<file path="src/rtl/tail_lamp_monitor.sv">
// rtl/tail_lamp_monitor.sv - receive-side sweep checker for the 6-bit tail-lamp LED bus
// Optional capture of the offending sample pair: define TAIL_LAMP_MON_CAPTURE_EN.
module tail_lamp_monitor #(
    parameter int LOCK_CNT   = 6,
    parameter int IDLE_LIMIT = 2,
    parameter int ERR_W      = 8
) (
    input  logic             RST,
    input  logic             clk_slow,
    input  logic [5:0]       led,
    input  logic             fault_clr,
    output logic [1:0]       mode,
    output logic [1:0]       level,
    output logic             locked,
    output logic             step_err,
    output logic             mode_chg,
    output logic             fault,
    output logic [1:0]       fault_code,
    output logic [ERR_W-1:0] err_count
`ifdef TAIL_LAMP_MON_CAPTURE_EN
    ,
    output logic [5:0]       cap_prev,
    output logic [5:0]       cap_cur
`endif
);

    typedef enum logic [1:0] {
        M_OFF   = 2'b00,
        M_LEFT  = 2'b01,
        M_RIGHT = 2'b10,
        M_HAZ   = 2'b11
    } mode_t;

    localparam int LOCK_W = $clog2(LOCK_CNT + 1);
    localparam int IDLE_W = $clog2(IDLE_LIMIT + 1);
    localparam logic [LOCK_W-1:0] LOCK_MAX = LOCK_W'(LOCK_CNT);
    localparam logic [IDLE_W-1:0] IDLE_MAX = IDLE_W'(IDLE_LIMIT);

    localparam logic [1:0] CODE_ILLEGAL = 2'b01;
    localparam logic [1:0] CODE_SEQ     = 2'b10;

    // registered state
    mode_t             mode_q;
    logic [1:0]        prev_q;
    logic              dir_q;
    logic              dirk_q;
    logic [LOCK_W-1:0] lock_q;
    logic [IDLE_W-1:0] idle_q;

    // decode of the current sample
    mode_t             cls;
    logic [1:0]        lvl;
    logic              legal;

    // next-state values
    mode_t             mode_n;
    logic [1:0]        level_n;
    logic [1:0]        prev_n;
    logic              dir_n;
    logic              dirk_n;
    logic [LOCK_W-1:0] lock_n;
    logic [IDLE_W-1:0] idle_n;
    logic              seq_err;
    logic              chg;
    logic              clr_lock;
    logic              hz_ok;
    logic              err;
    logic [1:0]        code_n;

    always_comb begin
        cls   = M_OFF;
        lvl   = 2'd0;
        legal = 1'b1;
        case (led)
            6'b000000: begin cls = M_OFF;   lvl = 2'd0; end
            6'b100000: begin cls = M_LEFT;  lvl = 2'd1; end
            6'b110000: begin cls = M_LEFT;  lvl = 2'd2; end
            6'b111000: begin cls = M_LEFT;  lvl = 2'd3; end
            6'b000001: begin cls = M_RIGHT; lvl = 2'd1; end
            6'b000011: begin cls = M_RIGHT; lvl = 2'd2; end
            6'b000111: begin cls = M_RIGHT; lvl = 2'd3; end
            6'b100001: begin cls = M_HAZ;   lvl = 2'd1; end
            6'b110011: begin cls = M_HAZ;   lvl = 2'd2; end
            6'b111111: begin cls = M_HAZ;   lvl = 2'd3; end
            default:   legal = 1'b0;
        endcase
    end

    always_comb begin
        mode_n   = mode_q;
        level_n  = level;
        prev_n   = prev_q;
        dir_n    = dir_q;
        dirk_n   = dirk_q;
        idle_n   = idle_q;
        seq_err  = 1'b0;
        chg      = 1'b0;
        clr_lock = 1'b0;
        hz_ok    = 1'b0;

        if (!legal) begin
            // illegal pattern leaves the tracked sweep untouched
            idle_n = '0;
        end else if (cls == M_OFF) begin
            level_n = 2'd0;
            prev_n  = 2'd0;
            if (idle_q != IDLE_MAX) begin
                idle_n = idle_q + IDLE_W'(1);
            end
            if (idle_n == IDLE_MAX) begin
                chg      = (mode_q != M_OFF);
                mode_n   = M_OFF;
                clr_lock = 1'b1;
            end
        end else begin
            idle_n  = '0;
            level_n = lvl;
            prev_n  = lvl;
            if (cls != mode_q) begin
                mode_n   = cls;
                chg      = 1'b1;
                clr_lock = 1'b1;
                if (cls == M_HAZ) begin
                    dirk_n = 1'b0;
                end
            end

            if (prev_q == 2'd0) begin
                // the sweep restarts from the first lamp after a blank
                if (lvl != 2'd1) begin
                    seq_err = 1'b1;
                end else if (cls == M_HAZ) begin
                    dir_n  = 1'b1;
                    dirk_n = 1'b1;
                end
            end else if (cls == mode_q) begin
                if (cls == M_HAZ) begin
                    if (prev_q == 2'd3) begin
                        hz_ok = (lvl == 2'd2);
                    end else if (dirk_q) begin
                        hz_ok = dir_q ? (lvl == prev_q + 2'd1) : (lvl == prev_q - 2'd1);
                    end else begin
                        hz_ok = (lvl == prev_q + 2'd1) || (lvl == prev_q - 2'd1);
                    end
                    if (hz_ok) begin
                        dir_n  = (lvl > prev_q);
                        dirk_n = 1'b1;
                    end else begin
                        seq_err = 1'b1;
                        dirk_n  = 1'b0;
                    end
                end else if ((prev_q == 2'd3) || (lvl != prev_q + 2'd1)) begin
                    seq_err = 1'b1;
                end
            end
        end
    end

    assign err    = !legal || seq_err;
    assign code_n = legal ? CODE_SEQ : CODE_ILLEGAL;

    always_comb begin
        lock_n = lock_q;
        if (err || clr_lock) begin
            lock_n = '0;
        end else if ((mode_n != M_OFF) && (lock_q != LOCK_MAX)) begin
            lock_n = lock_q + LOCK_W'(1);
        end
    end

    always_ff @(posedge clk_slow or posedge RST) begin
        if (RST) begin
            mode_q     <= M_OFF;
            prev_q     <= 2'd0;
            dir_q      <= 1'b0;
            dirk_q     <= 1'b0;
            lock_q     <= '0;
            idle_q     <= '0;
            level      <= 2'd0;
            locked     <= 1'b0;
            step_err   <= 1'b0;
            mode_chg   <= 1'b0;
            fault      <= 1'b0;
            fault_code <= 2'b00;
            err_count  <= '0;
        end else begin
            mode_q   <= mode_n;
            prev_q   <= prev_n;
            dir_q    <= dir_n;
            dirk_q   <= dirk_n;
            lock_q   <= lock_n;
            idle_q   <= idle_n;
            level    <= level_n;
            locked   <= (lock_n == LOCK_MAX);
            step_err <= err;
            mode_chg <= chg;
            // a new error takes priority over a clear in the same sample
            if (err) begin
                fault      <= 1'b1;
                fault_code <= code_n;
            end else if (fault_clr) begin
                fault      <= 1'b0;
                fault_code <= 2'b00;
            end
            if (err && (err_count != '1)) begin
                err_count <= err_count + ERR_W'(1);
            end
        end
    end

    assign mode = mode_q;

`ifdef TAIL_LAMP_MON_CAPTURE_EN
    logic [5:0] led_q;

    always_ff @(posedge clk_slow or posedge RST) begin
        if (RST) begin
            led_q    <= 6'd0;
            cap_prev <= 6'd0;
            cap_cur  <= 6'd0;
        end else begin
            led_q <= led;
            if (err) begin
                cap_prev <= led_q;
                cap_cur  <= led;
            end
        end
    end
`endif

endmodule

</file>
<file path="config.mk">
export PLATFORM = sky130hd
export DESIGN_NAME = tail_lamp_monitor
export DESIGN_NICKNAME = d
export VERILOG_FILES = /design/src/rtl/tail_lamp_monitor.sv
export SDC_FILE = /design/constraint.sdc
export NUM_CORES = 1
export LEC_CHECK = 0
export ABC_CLOCK_PERIOD_IN_PS = 5800
export CELL_PAD_IN_SITES_DETAIL_PLACEMENT = 0
export CELL_PAD_IN_SITES_GLOBAL_PLACEMENT = 1
export CORE_ASPECT_RATIO = 0.5
export CORE_UTILIZATION = 44
export DETAILED_ROUTE_END_ITERATION = 8
export HOLD_SLACK_MARGIN = 0.1
export PLACE_DENSITY_LB_ADDON = 0.1
export SLEW_MARGIN = 40
export SYNTH_ARGS = -nofsm -noshare
export SYNTH_HDL_FRONTEND = slang
export SYNTH_SLANG_ARGS = --single-unit
</file>
<file path="constraint.sdc">
create_clock -name clk_slow -period 5.8 [get_ports clk_slow]
set_input_delay 1.16 -clock clk_slow [delete_from_list [all_inputs] [get_ports clk_slow]]
set_output_delay 1.16 -clock clk_slow [all_outputs]
set_load 0.03 [all_outputs]
</file>
==> Word-level counts from Yosys, hierarchy flattened <==
Cells that the tools add are included.
Widths: inputs -> output; s select.
{ "totals": {"out_inout_bits": 18, "word_cells": 124, "in_bits": 9, "regBits": 25} }
{ "op_classes": {"n_reduce_logical": 24, "mux": 57, "n_eq_ne": 24, "addsub": 5, "n_bitwise": 1, "order_cmp": 1} }
{ "ops": {"columns": ["operator", "count"], "rows": [
  ["$mux 1", 40],
  ["$eq 6x6->1 const B", 6],
  ["$mux 2", 13],
  ["$reduce_or 3->1", 6],
  ["$pmux 2 s3", 2],
  ["$reduce_bool 2->1", 5],
  ["$reduce_or 10->1", 1],
  ["$add 8x1->8 const B", 1],
  ["$eq 2x2->1 const B", 4],
  ["$ne 8x8->1 const B", 1],
  ["$eq 2x2->1", 3],
  ["$eq 6x1->1 const B", 1],
  ["$eq 6x2->1 const B", 1],
  ["$eq 6x3->1 const B", 1],
  ["$logic_not 6->1", 1],
  ["$mux 3", 2],
  ["$reduce_and 6->1", 1],
  ["$add 2x1->2 const B", 2],
  ["$logic_not 2->1", 2],
  ["$logic_or 1x1->1", 4],
  ["$ne 2x2->1", 2],
  ["$ne 2x2->1 const B", 2],
  ["$add 3x1->3 const B", 1],
  ["$eq 3x3->1 const B", 1],
  ["8 further kinds", 9]
]} }

==> Logic depth before layout (Yosys ltp) <==
Gate-level depths: netlist (run 1).
{ "depth": {"ltp_word": 22, "depth_mapped": 15, "depth_no_buf": 14} }

==> Worst setup path before layout (run 1) <==
Ideal clock, no wire load.
{ "synth_timing": {"path_kind": "input -> register", "from": "input led[5]", "to": "register err_count[1]", "setup_time_ns": 0.127, "arrival_ns": 3.682, "stages": 15, "path_slack_ns": 1.991, "t_required_ns": 5.673, "path_buffers": 1, "cell_sequence": "buf_2 > and2_1 > nand2_1 > nand2_1 > a31o_2 > a32oi_1 > ha_1 > nor2_1 > nand2_1 > a211oi_1 > a211oi_2 > a311oi_2 > nor3_4 > and2_4 > mux2_1"} }
{ "synth_via": {"elab_chain_cells": 20, "word_cells_on_any_way": 49, "cone_classes": "eq/ne: 16; mux: 19; reduce/logical: 14"} }
{ "synth_lines": {"columns": ["element", "line_no", "source"], "rows": [
  ["start: declaration", "10", "input logic [5:0] led,"],
  ["$eq 6x6->1, or another cell as far along", "74", "case (led)"],
  ["$reduce_or 3->1 (no line)", null, null],
  ["$pmux 2 s3", "74", null],
  ["$eq 2x2->1", "141, 143", null],
  ["$mux 1 or $logic_or 1x1->1 (tied branches)", "141, 143", null],
  ["$mux 1", "140", "end else if (dirk_q) begin"],
  ["$mux 1", "138", "if (prev_q == 2'd3) begin"],
  ["$mux 1", "137", "if (cls == M_HAZ) begin"],
  ["(+5 left out)", null, null],
  ["$mux 1", "137", null],
  ["$mux 1", "136", "end else if (cls == mode_q) begin"],
  ["$mux 1", "128", "if (prev_q == 2'd0) begin"],
  ["$mux 1", "104", "end else if (cls == M_OFF) begin"],
  ["$mux 1", "101", "if (!legal) begin"],
  ["$logic_or 1x1->1 *", "159", "assign err = !legal || seq_err;"],
  ["net err", "67", "logic err;"],
  ["$logic_and 1x1->1 *", "205", "if (err && (err_count != '1)) begin"],
  ["end signal: assignment", "206", "err_count <= err_count + ERR_W'(1);"],
  ["end: declaration", "19", "output logic [ERR_W-1:0] err_count"]
]} }
The timed path passes the listed nets; every way through them passes the cells marked *. The select of a mux whose other input is x is not followed.
A chain may end at the register's enable or synchronous reset.

==> Worst setup path in the final report (run 1) <==
{ "layout_timing": {"from": "input led[4]", "to": "register err_count[1]"} }
The elaborated chain is that of the path after synthesis.

==> results of run 1 <==
==> worst max-delay path by stage <==
stage               slack (ns)  startpoint  cells after the start                        to
floorplan                 1.99      led[5]                     15  err_count[1]$_DFFE_PP0P_
global placement          1.27      led[4]                     14  err_count[1]$_DFFE_PP0P_
detailed placement        1.18      led[4]                     14  err_count[1]$_DFFE_PP0P_
CTS                       1.47      led[4]                     14  err_count[1]$_DFFE_PP0P_
global route              1.25      led[5]                     15          locked$_DFF_PP0_
finish                    1.45      led[4]                     14  err_count[1]$_DFFE_PP0P_
==> flip-flops by register name, indices dropped and copies added, names as in the netlist <==
signal and count:
fault 1, mode_chg 1, dirk_q 1, locked 1
step_err 1, fault_code 2, mode 2, err_count 8
idle_q 2, dir_q 1, lock_q 3, prev_q 2
==> metrics by stage <==
| step | cell area, µm² | hold WS, ns |
|---|---|---|
| after floorplan | 1710 | 0.515 |
| after global placement | 2000 | 0.470 |
| after detailed placement | 2000 | 0.478 |
| after CTS | 2050 | 0.500 |
| after global routing | 2050 | 0.521 |
| final | 2050 | 0.490 |
==> cell families after synthesis <==
| kind of cell | count (synthesis) | synth area share |
|---|---|---|
| XOR/XNOR | 10 | 0.0558 |
| AO/OA/AOI/OAI | 40 | 0.182 |
| buffers and inverters | 27 | 0.0653 |
| adder cells (fa/ha/maj) | 8 | 0.0587 |
| AND/OR/NAND/NOR | 70 | 0.240 |
| multiplexers | 5 | 0.0315 |
| flip-flops | 25 | 0.367 |
==> area by class of cell <==
type,count,area [µm²]
Inverter,21,78.8
Tap cell,51,63.8
Timing Repair Buffer,26,260
Multi-Input combinational cell,133,968
Clock inverter,1,7.51
Clock buffer,3,41.3
Sequential cell,25,626
Fill cell,339,1520
==> worst max-delay path, cell delays in order <==
cell and delay [ns]:
clkdlybuf4s50_1 0.64, or3_4 0.52, nand2_1 0.07, a31o_2 0.15
a32oi_1 0.07, ha_1 0.37, nor2_1 0.08, nand2_1 0.07
a211oi_1 0.05, a211oi_2 0.23, a311oi_2 0.16, nor3_4 0.40
and2_4 0.24, mux2_1 0.31
==> per-layer routing <==
metal / part of all wire / vias up
li1: - / 708
met3: 0.044 / 6
met1: 0.52 / 668
met5: 0 / -
met4: 0.0073 / 0
met2: 0.43 / 35
==> cell usage in the layout, fill, tap and decap left out, types with 2 or more instances in the layout <==
master and n:
and4_1 2, xnor2_1 4, clkdlybuf4s50_1 26, o21ai_0 8, nor3b_1 2, clkbuf_8 3, nor2_1 13, nor2b_1 2
mux2i_1 2, ha_1 8, a31oi_1 4, nand4bb_1 2, nand4_1 6, and2_1 2, nand3_1 5, xor2_1 5
inv_1 19, and3_1 4, a21oi_1 8, nor3_1 5, mux2_1 3, dfrtp_1 25, and2_4 2, inv_2 2
a211oi_1 2, nand2_1 15, a31o_2 2
==> power groups by stage <==
stage          sequential, mW  clock [mW]  combinational (mW)
4_1_cts                 0.265       0.111               0.365
2_1_floorplan           0.334           0               0.177
5_1_grt                 0.276       0.118               0.397
3_5_place_dp            0.269           0               0.364
6_report                0.265       0.106               0.365
3_3_place_gp            0.268           0               0.360
==> results.sh, run 1 <==
export IMPL_max_freq_mhz=230
export IMPL_fin_cells=260
export IMPL_syn_inst=185
export IMPL_syn2layout_area_growth_pct=20.0
export IMPL_die_y_um=46.0
export IMPL_start_kind="primary input"
export IMPL_drive_gt1_frac=0.105
export IMPL_ctsRootBufferMaster="clkbuf_8"
export IMPL_yosysSeqAreaShare=0.367
export IMPL_synth_most_common_cell="dfrtp_1"
export IMPL_yosys_top_cells_count="dfrtp_1 (25), inv_1 (20), nand2_1 (15), nor2_1 (13)"
export IMPL_cp_max_fo=14
export IMPL_synth_warnings=0
export IMPL_grt_pass1_vias=1235
export IMPL_io_pins=27
export IMPL_globalRouteMet3Util=0.0417
export IMPL_worst_pin_slew_ns=0.581
export IMPL_yosysUniqueCellTypes=54
export IMPL_track_usage=0.179
export IMPL_ys_top_cells_by_area="dfrtp_1 (37%), ha_1 (5.9%), inv_1 (4.4%)"
export IMPL_skew_ns=0.00127
export IMPL_grt_overflow=0
export IMPL_p_clk_frac=0.145
export IMPL_synth_area_mm2=0.00171
export IMPL_clk_path_buf_depth=2
export IMPL_internal_power_mw=0.424
export IMPL_clkTransAtPathRegs_ns=0.09
export IMPL_start_util=0.478
export IMPL_outcome="finished clean"
export IMPL_via_per_inst=5.45
export IMPL_hold_violations=0
export IMPL_r2r_setup_slack_ns=3.18
export IMPL_numPortBuffers=26
export IMPL_r2r_cells=9
export IMPL_firstDrtPassIters=4
export IMPL_grt_busiest_layer="met2"
export IMPL_synth_top_area_frac=0.367
export IMPL_grt_max_degree=26
export IMPL_pwr_density_cell_mw_per_mm2=360
export IMPL_fin_ws_ns=1.45
export IMPL_synth_area_leader_cell="dfrtp_1"
export IMPL_rr_startpoint="prev_q[0]$_DFFE_PP0P_"
export IMPL_cp_end_kind="flop"
export IMPL_cts_setup_buffers=0
export IMPL_drt_iter0_drc=52
export IMPL_postSynth_asyncResetShare=1.00
export IMPL_p_total_mw=0.737
export IMPL_cts_made_buffers=3
export IMPL_period_share=0.750
export IMPL_grt_pass1_wl_mm=5.75
export IMPL_dpl_hpwl_mm=2.53
export IMPL_required_ns=5.96
export IMPL_p_sw_mw=0.312
export IMPL_cts_resized=0
export IMPL_core_mm2=0.00357
export IMPL_cts_hold_buffers_added=0
export IMPL_final_nets=227
export IMPL_dr_total_vias=1417
export IMPL_ant_nets=0
export IMPL_drcViolationCount=0
export IMPL_rsz0062_at_grt="false"
export IMPL_gp_congestion=0.824
export IMPL_synth_avg_cell_area_um2=9.22
export IMPL_hold_path_end="fault$_DFFE_PP0P_"
export IMPL_slew_headroom=0.611
export IMPL_final_util=0.574
export IMPL_crit_arrival_ns=4.51
export IMPL_hold_path_depth=1
export IMPL_wl_per_cell_um=13.1
export IMPL_fin_tns_setup_ns=0
export IMPL_postRouteWirelength_mm=3.40
export IMPL_ir_drop_v=0.000147
export IMPL_synth_flop_cell="dfrtp_1"
export IMPL_cts_sinks=25
export IMPL_sw_frac_of_total=0.424
export IMPL_r2r_end="err_count[1]$_DFFE_PP0P_"
export IMPL_layout_min_cycle_time_ns=4.35
export IMPL_final_max_slew_viol_count=0
export IMPL_ys_ff_latch=25
export IMPL_share_comb_of_total_power=0.495
export IMPL_htreeDepth=1
export IMPL_hold_class="flop to flop"
export IMPL_p_leak_nw=0.878
export IMPL_pre_cts_ws_ns=1.18
export IMPL_cts_tree="yes"
export IMPL_hold_start="fault$_DFFE_PP0P_"
export IMPL_gr_usage_met2=0.298
export IMPL_cap_violations=0
export IMPL_num_antenna_cells=0
export IMPL_dp_cells=256
export IMPL_num_rows=15
export IMPL_setup_viol=0
export IMPL_seqPwrFrac=0.360
export IMPL_dieArea_mm2=0.00414
export IMPL_syn_num_nets=202
export IMPL_insertion_delay_ns=0.27
export IMPL_synth_edf_count=0
export IMPL_antenna_found_initial=0
export IMPL_met1_usage=0.244
export IMPL_die_w_um=90.0
export IMPL_path_class="primary input to flop"
Note: power is estimated with default switching activity, not from simulation.
==> inputs of run 2 (changes only) <==
- ABC_CLOCK_PERIOD_IN_PS: 5800 -> 4400
- CORE_UTILIZATION: 44 -> 41
- clock period: 5.8 -> 4.4 ns (I/O delays scaled with it)
==> run 2 against run 1 <==
Net effect: final area is 2.8% higher; highest routed layer unchanged; critical endpoint unchanged; register-to-register slack got worse by 1.4 ns; clock-buffer cell count unchanged.
==> results.sh, run 2 (synthesis gave the netlist of run 1 again) <==
export IMPL_outcome="finished clean"
export IMPL_grt_pass1_vias=1210
export IMPL_cp_slowest_stage_delay_ns=0.63
export IMPL_holdWs_ns=0.487
export IMPL_largest_register="err_count"
export IMPL_grt_max_degree=26
export IMPL_dp_cells=266
export IMPL_fin_tns_setup_ns=0
export IMPL_grt_pass1_wl_mm=5.84
export IMPL_clkTransAtPathRegs_ns=0.09
export IMPL_postRouteWirelength_mm=3.53
export IMPL_reg_largest_list="err_count: 8 flops, lock_q: 3 flops"
export IMPL_syn2layout_area_growth_pct=23.3
export IMPL_final_util=0.533
export IMPL_required_ns=4.56
export IMPL_fin_cells=270
export IMPL_final_nets=234
export IMPL_pre_cts_ws_ns=0.214
export IMPL_drcViolationCount=0
export IMPL_cp_max_fo=10
export IMPL_numPortBuffers=26
export IMPL_start_kind="primary input"
export IMPL_crit_family="compound AO/OA/AOI/OAI gates"
export IMPL_path_class="primary input to flop"
export IMPL_post_dp_cell_area_mm2=0.00205
export IMPL_p_total_mw=0.979
export IMPL_dieArea_mm2=0.00444
export IMPL_cp_end_kind="flop"
export IMPL_fin_area_mm2=0.00210
export IMPL_cap_violations=0
export IMPL_ant_nets=0
export IMPL_cp_cell_sequence="clkdlybuf4s50_1 > buf_4 > or2_1 > o21ai_0 > a32oi_1 > ha_1 > nor2_1 > nand2_1 > a211oi_1 > a211oi_2 > a311oi_2 > nor3_4 > and2_4 > mux2_1"
export IMPL_r2r_cells=9
export IMPL_insertion_delay_ns=0.27
export IMPL_cts_resized=0
export IMPL_hold_violations=0
export IMPL_ir_drop_v=0.000167
export IMPL_crit_arrival_ns=4.11
export IMPL_antenna_found_initial=0
export IMPL_die_y_um=47.6
export IMPL_drive_gt1_frac=0.134
export IMPL_cts_sinks=25
export IMPL_via_per_inst=5.30
export IMPL_max_freq_mhz=254
export IMPL_die_w_um=93.2
export IMPL_num_rows=16
export IMPL_clk_path_buf_depth=2
export IMPL_skew_ns=0.00289
export IMPL_pwr_density_cell_mw_per_mm2=466
export IMPL_largest_register_ffs=8
export IMPL_slew_headroom=0.595
export IMPL_ctsRootBufferMaster="clkbuf_8"
export IMPL_layout_min_cycle_time_ns=3.94
export IMPL_worst_pin_slew_ns=0.606
export IMPL_period_share=0.896
export IMPL_io_pins=27
export IMPL_cts_made_buffers=3
export IMPL_core_mm2=0.00394
export IMPL_num_antenna_cells=0
export IMPL_rsz0062_at_grt="false"
export IMPL_drt_iter0_drc=58
export IMPL_final_max_slew_viol_count=0
export IMPL_track_usage=0.171
export IMPL_cp_depth=14
export IMPL_start_util=0.432
export IMPL_dr_total_vias=1431
export IMPL_htreeDepth=1
export IMPL_firstDrtPassIters=4
export IMPL_layout_commonest_cell="clkdlybuf4s50_1"
export IMPL_cts_hold_buffers_added=0
export IMPL_path_buf_inv=2
export IMPL_fin_ws_ns=0.457
export IMPL_layout_common_cells="clkdlybuf4s50_1 (26), dfrtp_1 (25), inv_1 (19)"
export IMPL_cts_tree="yes"
export IMPL_p_leak_nw=0.912
export IMPL_gp_congestion=0.844
export IMPL_wl_per_cell_um=13.1
export IMPL_crit_slowest_cell="clkdlybuf4s50_1"
export IMPL_fillCellCount=380
export IMPL_dpl_hpwl_mm=2.72
export IMPL_setup_viol=0
export IMPL_hold_class="flop to flop"
export IMPL_cts_setup_buffers=0
export IMPL_grt_overflow=0
export IMPL_hold_path_depth=1
## run 2: final timing paths
kind	end	slack, ns	start
worst max-delay path	err_count[1]$_DFFE_PP0P_	0.46	led[4]
worst min-delay path	fault$_DFFE_PP0P_	0.49	fault$_DFFE_PP0P_
worst max register to register	err_count[1]$_DFFE_PP0P_	1.80	prev_q[0]$_DFFE_PP0P_
worst min register to register	fault$_DFFE_PP0P_	0.49	fault$_DFFE_PP0P_
max in group asynchronous	fault_code[0]$_DFFE_PP0P_	3.09	RST
min in group asynchronous	err_count[7]$_DFFE_PP0P_	0.96	RST
## run 2: worst register-to-register path: stages (launching register included)
cell and delay, ns:
dfrtp_1 0.45, inv_1 0.07, ha_1 0.34, xor2_1 0.19
and3_1 0.19, o31ai_2 0.28, nor3_1 0.14, nor3_4 0.30
and2_4 0.23, mux2_1 0.31
## run 2: cell type report
cell class | instances | area [µm²] | area share
Clock buffer | 3 | 41.3 | 0.0196
Tap cell | 54 | 67.6 | 0.0321
Timing Repair Buffer | 33 | 313 | 0.149
Sequential cell | 25 | 626 | 0.298
Multi-Input combinational cell | 133 | 968 | 0.461
Inverter | 21 | 78.8 | 0.0375
Clock inverter | 1 | 7.51 | 0.00357
## run 2: power breakdown
group	total, mW	internal (mW)	switching (mW)
clock network	0.143	0.0642	0.0790
registers	0.350	0.290	0.0597
logic	0.486	0.209	0.277
## run 2: routing by layer
metal | vias up | wire length, µm | part of all wire | GRT usage
met5 | - | 0 | 0 | 0
met4 | 0 | 19 | 0.0054 | 0.0277
met3 | 2 | 150 | 0.043 | 0.0429
met2 | 33 | 1480 | 0.42 | 0.263
met1 | 669 | 1880 | 0.53 | 0.250
li1 | 727 | - | - | -
==> inputs of run 3 (changes only) <==
- CAP_MARGIN: unset -> 25
- CELL_PAD_IN_SITES_DETAIL_PLACEMENT: 0 -> 1
- CELL_PAD_IN_SITES_GLOBAL_PLACEMENT: 1 -> 2
- CORE_UTILIZATION: 41 -> 33
- SLEW_MARGIN: 40 -> 20
==> run 3 against run 2 <==
Net effect: register-to-register slack got worse by 0.05 ns; routed wire length rose by 15%; setup slack improved by 0.046 ns; power increased by 0.57%; critical endpoint unchanged; sequential power hardly changed; die area rose by 23%; final cell count rose by 6.7%; final area up 2.6%; via count grew 2.2%; first-iteration DRC count down 43%.
==> results.sh, run 3 (synthesis gave the netlist of run 1 again) <==
export IMPL_outcome="finished clean"
export IMPL_p_clk_frac=0.143
export IMPL_crit_arrival_ns=4.06
export IMPL_r2r_setup_slack_ns=1.75
export IMPL_insertion_delay_ns=0.27
export IMPL_r2r_cells=9
export IMPL_period_share=0.886
export IMPL_gp_congestion=0.858
export IMPL_internal_power_mw=0.566
export IMPL_drive_gt1_frac=0.138
export IMPL_cts_resized=0
export IMPL_ant_nets=0
export IMPL_crit_slowest_cell="clkdlybuf4s50_1"
export IMPL_dieArea_mm2=0.00548
export IMPL_final_nets=236
export IMPL_core_mm2=0.00495
export IMPL_hold_class="flop to flop"
export IMPL_path_buf_inv=1
export IMPL_cp_cell_sequence="clkdlybuf4s50_1 > nor4_2 > a31o_2 > a32oi_1 > ha_1 > nor2_1 > nand2_1 > a211oi_1 > a211oi_2 > a311oi_2 > nor3_4 > and2_4 > mux2_1"
export IMPL_htreeDepth=1
export IMPL_crit_family="simple AND/OR/NAND/NOR gates"
export IMPL_start_kind="primary input"
export IMPL_gr_usage_met2=0.277
export IMPL_io_pins=27
export IMPL_drt_iter0_drc=33
export IMPL_share_comb_of_total_power=0.502
export IMPL_setup_viol=0
export IMPL_hold_start="fault$_DFFE_PP0P_"
export IMPL_cts_made_buffers=3
export IMPL_dr_total_vias=1462
export IMPL_numPortBuffers=26
export IMPL_clkTransAtPathRegs_ns=0.09
export IMPL_rsz0062_at_grt="false"
export IMPL_final_max_slew_viol_count=0
export IMPL_required_ns=4.56
export IMPL_postRouteWirelength_mm=4.04
export IMPL_wl_per_cell_um=14.0
export IMPL_num_antenna_cells=0
export IMPL_dpl_hpwl_mm=3.15
export IMPL_max_freq_mhz=257
export IMPL_sw_frac_of_total=0.425
export IMPL_p_sw_mw=0.418
export IMPL_grt_pass1_vias=1479
export IMPL_rr_startpoint="prev_q[0]$_DFFE_PP0P_"
export IMPL_r2r_end="err_count[1]$_DFFE_PP0P_"
export IMPL_cts_sinks=25
export IMPL_skew_ns=0.00157
export IMPL_cap_violations=0
export IMPL_clk_path_buf_depth=2
export IMPL_antenna_found_initial=0
export IMPL_cts_setup_buffers=0
export IMPL_start_util=0.344
export IMPL_num_rows=18
export IMPL_grt_max_degree=26
export IMPL_hold_violations=0
export IMPL_reg_largest_list="err_count: 8 flops, lock_q: 3 flops"
export IMPL_via_per_inst=5.08
export IMPL_die_w_um=104
export IMPL_cts_hold_buffers_added=0
export IMPL_cp_slowest_stage_delay_ns=0.63
export IMPL_grt_overflow=0
export IMPL_syn2layout_area_growth_pct=26.5
export IMPL_firstDrtPassIters=4
export IMPL_cp_max_fo=11
export IMPL_fillCellCount=589
export IMPL_met1_usage=0.207
export IMPL_grt_busiest_layer="met2"
export IMPL_largest_register="err_count"
export IMPL_final_util=0.435
export IMPL_pwr_density_cell_mw_per_mm2=456
export IMPL_die_y_um=52.8
export IMPL_track_usage=0.160
export IMPL_fin_tns_setup_ns=0
export IMPL_drcViolationCount=0
export IMPL_path_class="primary input to flop"
export IMPL_layout_common_cells="clkdlybuf4s50_1 (26), dfrtp_1 (25), inv_1 (19)"
export IMPL_cp_end_kind="flop"
export IMPL_ctsRootBufferMaster="clkbuf_8"
export IMPL_worst_pin_slew_ns=0.674
export IMPL_slew_headroom=0.549
export IMPL_layout_commonest_cell="clkdlybuf4s50_1"
export IMPL_seqPwrFrac=0.355
export IMPL_hold_path_end="fault$_DFFE_PP0P_"
export IMPL_largest_register_ffs=8
export IMPL_globalRouteMet3Util=0.0348
export IMPL_ir_drop_v=0.000249
export IMPL_layout_min_cycle_time_ns=3.90
export IMPL_grt_pass1_wl_mm=6.93
export IMPL_hold_path_depth=1
export IMPL_p_leak_nw=0.927
export IMPL_cts_tree="yes"
run 3: layout make-up:
cell class | instances | area, µm² | share of cell area
Sequential cell | 25 | 626 | 0.290
Clock buffer | 3 | 41.3 | 0.0191
Tap cell | 70 | 87.6 | 0.0406
Timing Repair Buffer | 35 | 348 | 0.161
Inverter | 21 | 78.8 | 0.0365
Clock inverter | 1 | 7.51 | 0.00348
Multi-Input combinational cell | 133 | 968 | 0.449
run 3: metrics by stage:
| step | std cells | instance area, µm² | total power, mW | hold WS [ns] | setup WS (ns) |
|---|---|---|---|---|---|
| 2_1_floorplan | 185 | 1710 | 0.673 | 0.515 | 0.871 |
| 3_3_place_gp | 283 | 2080 | 0.840 | 0.475 | 0.309 |
| 3_5_place_dp | 283 | 2080 | 0.848 | 0.469 | 0.231 |
| 4_1_cts | 287 | 2130 | 0.996 | 0.491 | 0.520 |
| 5_1_grt | 288 | 2160 | 1.06 | 0.518 | 0.282 |
| 6_report | 288 | 2160 | 0.984 | 0.486 | 0.502 |
run 3: per-layer routing:
| metal | wire, µm | share of wire | vias up |
|---|---|---|---|
| li1 | - | - | 725 |
| met2 | 1800 | 0.44 | 25 |
| met3 | 110 | 0.027 | 2 |
| met4 | 10 | 0.0025 | 0 |
| met1 | 2120 | 0.53 | 710 |
| met5 | 0 | 0 | - |
run 3: power by group through the flow:
stage | registers, mW | clock network (mW) | logic (mW)
after floorplan | 0.440 | 0 | 0.233
after global placement | 0.353 | 0 | 0.487
after detailed placement | 0.356 | 0 | 0.493
after CTS | 0.351 | 0.149 | 0.495
after global routing | 0.364 | 0.156 | 0.536
final | 0.349 | 0.141 | 0.495
run 3: worst max path at each step:
stage,startpoint,end,slack [ns],cells after the start
floorplan,led[5],err_count[1]$_DFFE_PP0P_,0.87,15
global placement,led[2],err_count[1]$_DFFE_PP0P_,0.31,13
detailed placement,led[4],err_count[1]$_DFFE_PP0P_,0.23,14
CTS,led[4],err_count[1]$_DFFE_PP0P_,0.52,14
global route,led[4],locked$_DFF_PP0_,0.28,15
finish,led[2],err_count[1]$_DFFE_PP0P_,0.50,13
==> RTL edit 1 (config.mk and constraints of run 3) <==
The option `TAIL_LAMP_MON_CAPTURE_EN` is turned on by a define.
--- a/src/rtl/tail_lamp_monitor.sv
+++ b/src/rtl/tail_lamp_monitor.sv
@@ -1,5 +1,7 @@
 // rtl/tail_lamp_monitor.sv - receive-side sweep checker for the 6-bit tail-lamp LED bus
 // Optional capture of the offending sample pair: define TAIL_LAMP_MON_CAPTURE_EN.
+`define TAIL_LAMP_MON_CAPTURE_EN
+
 module tail_lamp_monitor #(
     parameter int LOCK_CNT   = 6,
     parameter int IDLE_LIMIT = 2,
Formal check against the unedited RTL (old outputs only; new: cap_cur and cap_prev): equivalent (equiv_simple and equiv_induct, registers matched by name and starting in step).
==> RTL edit 1 against run 3 <==
- clock skew rose by 3.4 ps
- setup slack got worse by 27 ps
- final area rose by 42%
- routed wire length rose by 46%
- area after synthesis rose by 40%
- power rose by 46%
- sequential cell count rose by 18
==> RTL edit 1: results (changes against run 3) <==
setup_path:
  rr_endpoint: "cap_prev[2]"  # was err_count[1]
  crit_arrival_ps: 4100  # was 4060 ps
  critPathLaunch: "led[3]"  # was led[2]
  reg2reg_slack_ps: 1390  # was 1750 ps
  r2r_cells: 8  # was 9
  worstPathMaxFanout: 14  # was 11
  slowest_delay_ps: 530  # was 630 ps
logic_synthesis:
  synth.area.top_cells: "dfrtp_1, mux2_4, ha_1"  # was dfrtp_1, ha_1, inv_1
  synth_cells: 233  # was 185
  syn-num-nets: 250  # was 202
  synth_common_cells: "dfrtp_1, nand2_1, nor2_1"  # was dfrtp_1, inv_1, nand2_1
  ys_seq_area_frac: 0.449  # was 0.367
  synth.distinct_cells: 55  # was 54
pwr:
  swShare: 0.368  # was 0.425
  peakVddDrop_mv: 0.281  # was 0.249 mV
  p_leak_nw: 1.34  # was 0.927 nW
place:
  dpl.cell_count: 362  # was 283
  place_hpwl_um: 4330  # was 3150 um
  place_ws_ps: 179  # was 231 ps
  dpl_cell_area_sq_mm: 0.00290  # was 0.00208 sq mm
  gp_congestion: 0.783  # was 0.858
  io_buffers: 38  # was 26
layout:
  seq_area_sq_mm: 0.00108  # was 626 sq um
  nMultiInputCombCells: 167  # was 133
  drive_gt1_frac: 0.147  # was 0.138
  fin_nets: 294  # was 236
  bufAreaShareNonClock: 0.144  # was 0.161
  design_area_sq_mm: 0.00305  # was 0.00216 sq mm
  multiInputGateArea_sq_mm: 0.00122  # was 968 sq um
  buffers: 46  # was 35
  num-nonclk-inverters: 14  # was 21
  nFillCells: 764  # was 589
  nClkBuffers: 5  # was 3
grt:
  first_global_vias: 2036  # was 1479
  grt_max_degree: 44  # was 26
  track_usage: 0.176  # was 0.160
  grt_pass1_wl_um: 10400  # was 6930 um
clock_network:
  cts_max_level: 2  # was 1
  cts.clk_slew.worst_paths_ps: 60  # was 90 ps
  clockRootBuffer: "clkbuf_16"  # was clkbuf_8
  cts_buffers: 5  # was 3
  clk_latency_ps: 290  # was 270 ps
sta:
  period_share: 0.892  # was 0.886
  fin_skew_ps: 4.98  # was 1.57 ps
  tightest_slew_ps: 630  # was 674 ps
outcome:
  status: "complete, no violations"  # unchanged
detailed_routing:
  wl_per_cell_um: 15.9  # was 14.0 um
  vias: 1920  # was 1462
  drtIter0Drc: 82  # was 33
floorplan:
  dieArea_sq_mm: 0.00763  # was 0.00548 sq mm
## RTL edit 1: power groups by stage
| stage | Clock [mW] | Sequential (mW) | Combinational (mW) |
|---|---|---|---|
| 3_5_place_dp | 0 | 0.535 | 0.536 |
| 5_1_grt | 0.411 | 0.541 | 0.584 |
| 6_report | 0.375 | 0.526 | 0.536 |
| 2_1_floorplan | 0 | 0.632 | 0.244 |
| 3_3_place_gp | 0 | 0.534 | 0.529 |
| 4_1_cts | 0.389 | 0.529 | 0.541 |
## RTL edit 1: cell families (layout without fill, tap and decap cells)
group                      after synthesis  after routing  share of synthesized area
and+or+nand+nor                         83             83                      0.181
AOI/OAI and AO/OA                       49             49                      0.149
DFF                                     43             43                      0.449
buffers and inverters                   23             68                     0.0418
muxes                                   17             17                     0.0914
xor gates and xnor gates                10             10                     0.0460
adders and majority gates                8              8                     0.0418
## RTL edit 1: critical path: cells and delay by family
| family | cells | cell delay, ps |
|---|---|---|
| buf+inv | 2 | 740 |
| compound gates | 3 | 1050 |
| xor+xnor | 1 | 290 |
| simple gates | 2 | 710 |
| mux | 1 | 410 |
## RTL edit 1: worst min path at each step
| stage | startpoint | end | slack (ps) | depth (start not counted) |
|---|---|---|---|---|
| 3_5_place_dp | fault | fault | 470 | 1 |
| 3_3_place_gp | led_q[2] | cap_prev[2] | 460 | 1 |
| 6_report | fault | fault | 480 | 1 |
| 4_1_cts | fault | fault | 490 | 1 |
| 2_1_floorplan | led_q[1] | cap_prev[1] | 450 | 1 |
| 5_1_grt | led_q[1] | cap_prev[1] | 510 | 1 |
## RTL edit 1: layer usage
layer  vias up  GRT usage  part of all wire
met1       953      0.248              0.53
met3         4     0.0487             0.037
met4         0     0.0381            0.0053
li1        920          -                 -
met5         -          0                 0
met2        43      0.267              0.43
==> RTL edit 2 (flow settings as in run 3) <==
Without the edit above. Put one more register stage on the output `fault_code`, with the module's reset. The value now appears one clock later. The other outputs are not delayed to match.
--- a/src/rtl/tail_lamp_monitor.sv
+++ b/src/rtl/tail_lamp_monitor.sv
@@ -38,6 +38,8 @@
 
     localparam logic [1:0] CODE_ILLEGAL = 2'b01;
     localparam logic [1:0] CODE_SEQ     = 2'b10;
+
+    logic [1:0] fault_code_s0;
 
     // registered state
     mode_t             mode_q;
@@ -181,7 +183,7 @@
             step_err   <= 1'b0;
             mode_chg   <= 1'b0;
             fault      <= 1'b0;
-            fault_code <= 2'b00;
+            fault_code_s0 <= 2'b00;
             err_count  <= '0;
         end else begin
             mode_q   <= mode_n;
@@ -197,10 +199,10 @@
             // a new error takes priority over a clear in the same sample
             if (err) begin
                 fault      <= 1'b1;
-                fault_code <= code_n;
+                fault_code_s0 <= code_n;
             end else if (fault_clr) begin
                 fault      <= 1'b0;
-                fault_code <= 2'b00;
+                fault_code_s0 <= 2'b00;
             end
             if (err && (err_count != '1)) begin
                 err_count <= err_count + ERR_W'(1);
@@ -228,5 +230,13 @@
     end
 `endif
 
+    always_ff @(posedge clk_slow or posedge RST) begin
+        if (RST) begin
+            fault_code <= '0;
+        end else begin
+            fault_code <= fault_code_s0;
+        end
+    end
+
 endmodule
 
Check against the original RTL: not equivalent (Yosys sat finds a counterexample within 4 cycles, from zero or initial values and one cycle with RST high).
==> RTL edit 2 against run 3 <==
- non-clock buffer count increased by 2
- combinational power increased by 3%
- clock power is 5% higher
- power increased by 5.1%
- area after synthesis up 3.7%
- routed wire length grew 6.5%
- setup slack got worse by 47 ps
- sequential cell count rose by 2
- sequential power increased by 8.0%
- global-route usage grew 0.83 points
- final area rose by 3.0%
==> RTL edit 2: results (changes against run 3) <==
logic_synthesis:
  syn-num-nets: 209  # was 202
  async_flop_share: 1.00  # unchanged
  synth_common_cells: "dfrtp_1, nand2_1, nor2_1"  # was dfrtp_1, inv_1, nand2_1
  synth.distinct_cells: 50  # was 54
  synth.area.top_cells: "dfrtp_1, ha_1, nand2_1"  # was dfrtp_1, ha_1, inv_1
  synth_ff_type: "dfrtp_1"  # unchanged
  ys_seq_area_frac: 0.382  # was 0.367
grt:
  grt_pass1_wl_um: 7290  # was 6930 um
  antenna_found_initial: 0  # unchanged
  track_usage: 0.168  # was 0.160
  groute.layer.met1.usage: 0.218  # was 0.207
  grt_max_degree: 19  # was 26
  gr-usage-met3: 0.0363  # was 0.0348
  gr-usage-met2: 0.302  # was 0.277
setup_path:
  crit_arrival_ps: 4110  # was 4060 ps
  slowest_delay_ps: 610  # was 630 ps
  worstPathMaxFanout: 8  # was 11
  reg2reg_slack_ps: 1800  # was 1750 ps
pwr:
  p_leak_nw: 0.943  # was 0.927 nW
  peakVddDrop_mv: 0.272  # was 0.249 mV
clock_network:
  cts_buffer_depth: 2  # unchanged
  clockRootBuffer: "clkbuf_8"  # unchanged
  cts_resized: 0  # unchanged
detailed_routing:
  wl_met1_um: 2090  # was 2120 um
  wl_um: 4310  # was 4040 um
  routed-wl-met3_um: 157  # was 110 um
  vias_per_cell: 5.19  # was 5.08
  drtIter0Drc: 93  # was 33
  wl_met2_um: 2010  # was 1800 um
place:
  place_hpwl_um: 3450  # was 3150 um
  io_buffers: 26  # unchanged
  place_ws_ps: 182  # was 231 ps
  gp_congestion: 0.775  # was 0.858
layout:
  nFillCells: 606  # was 589
  fin_nets: 244  # was 236
  drive_gt1_frac: 0.133  # was 0.138
outcome:
  status: "complete, no violations"  # unchanged
min_path:
  hp-start: "fault_code_s0[0]"  # was fault
  hold_end: "fault_code[0]"  # was fault
  min_path_cells: 0  # was 1
sta:
  slew_headroom: 0.446  # was 0.549
  fin_skew_ps: 5.73  # was 1.57 ps
  timing.fmax_mhz: 254  # was 257 MHz
[RTL edit 2: report_power, final]
part	switching, mW	internal, mW
clock	0.0839	0.0644
sequential	0.0682	0.309
combinational	0.283	0.227
total	0.435	0.600
[RTL edit 2: through the flow]
| stage | std cells | hold WS [ps] | instance area, sq um |
|---|---|---|---|
| 4_1_cts | 296 | 394 | 2220 |
| 3_3_place_gp | 291 | 364 | 2140 |
| 5_1_grt | 296 | 417 | 2220 |
| 6_report | 296 | 389 | 2220 |
| 2_1_floorplan | 192 | 354 | 1770 |
| 3_5_place_dp | 292 | 369 | 2170 |
[RTL edit 2: worst max-delay path, delay by kind of cell]
family                   cells  cell delay, ps
AO/OA/AOI/OAI                3             680
adder cells (fa/ha/maj)      1             300
buffers and inverters        1             610
multiplexers                 1             290
AND/OR/NAND/NOR              7            1320
[RTL edit 2: final cells by class]
type	instances	area [sq um]	share of cell area
Timing Repair Buffer	37	363	0.163
Tap cell	70	87.6	0.0394
Inverter	12	45.0	0.0203
Clock buffer	3	41.3	0.0186
Clock inverter	1	7.51	0.00338
Multi-Input combinational cell	146	1000	0.451
Sequential cell	27	676	0.304
[RTL edit 2: logic make-up after synthesis]
family,Yosys count,share of synthesized area
AO/OA/AOI/OAI,44,0.178
XOR/XNOR,10,0.0495
adder cells (fa/ha/maj),8,0.0566
buffers and inverters,19,0.0517
flip-flops,27,0.382
multiplexers,3,0.0226
AND/OR/NAND/NOR,81,0.259
[RTL edit 2: worst max-delay path by stage]
stage                 from      endpoint  cells after the start
global placement    led[4]  err_count[1]                     13
detailed placement  led[4]  err_count[1]                     13
global route        led[4]  err_count[1]                     14
floorplan           led[4]  err_count[7]                     13
CTS                 led[4]  err_count[1]                     13
finish              led[4]  err_count[1]                     13
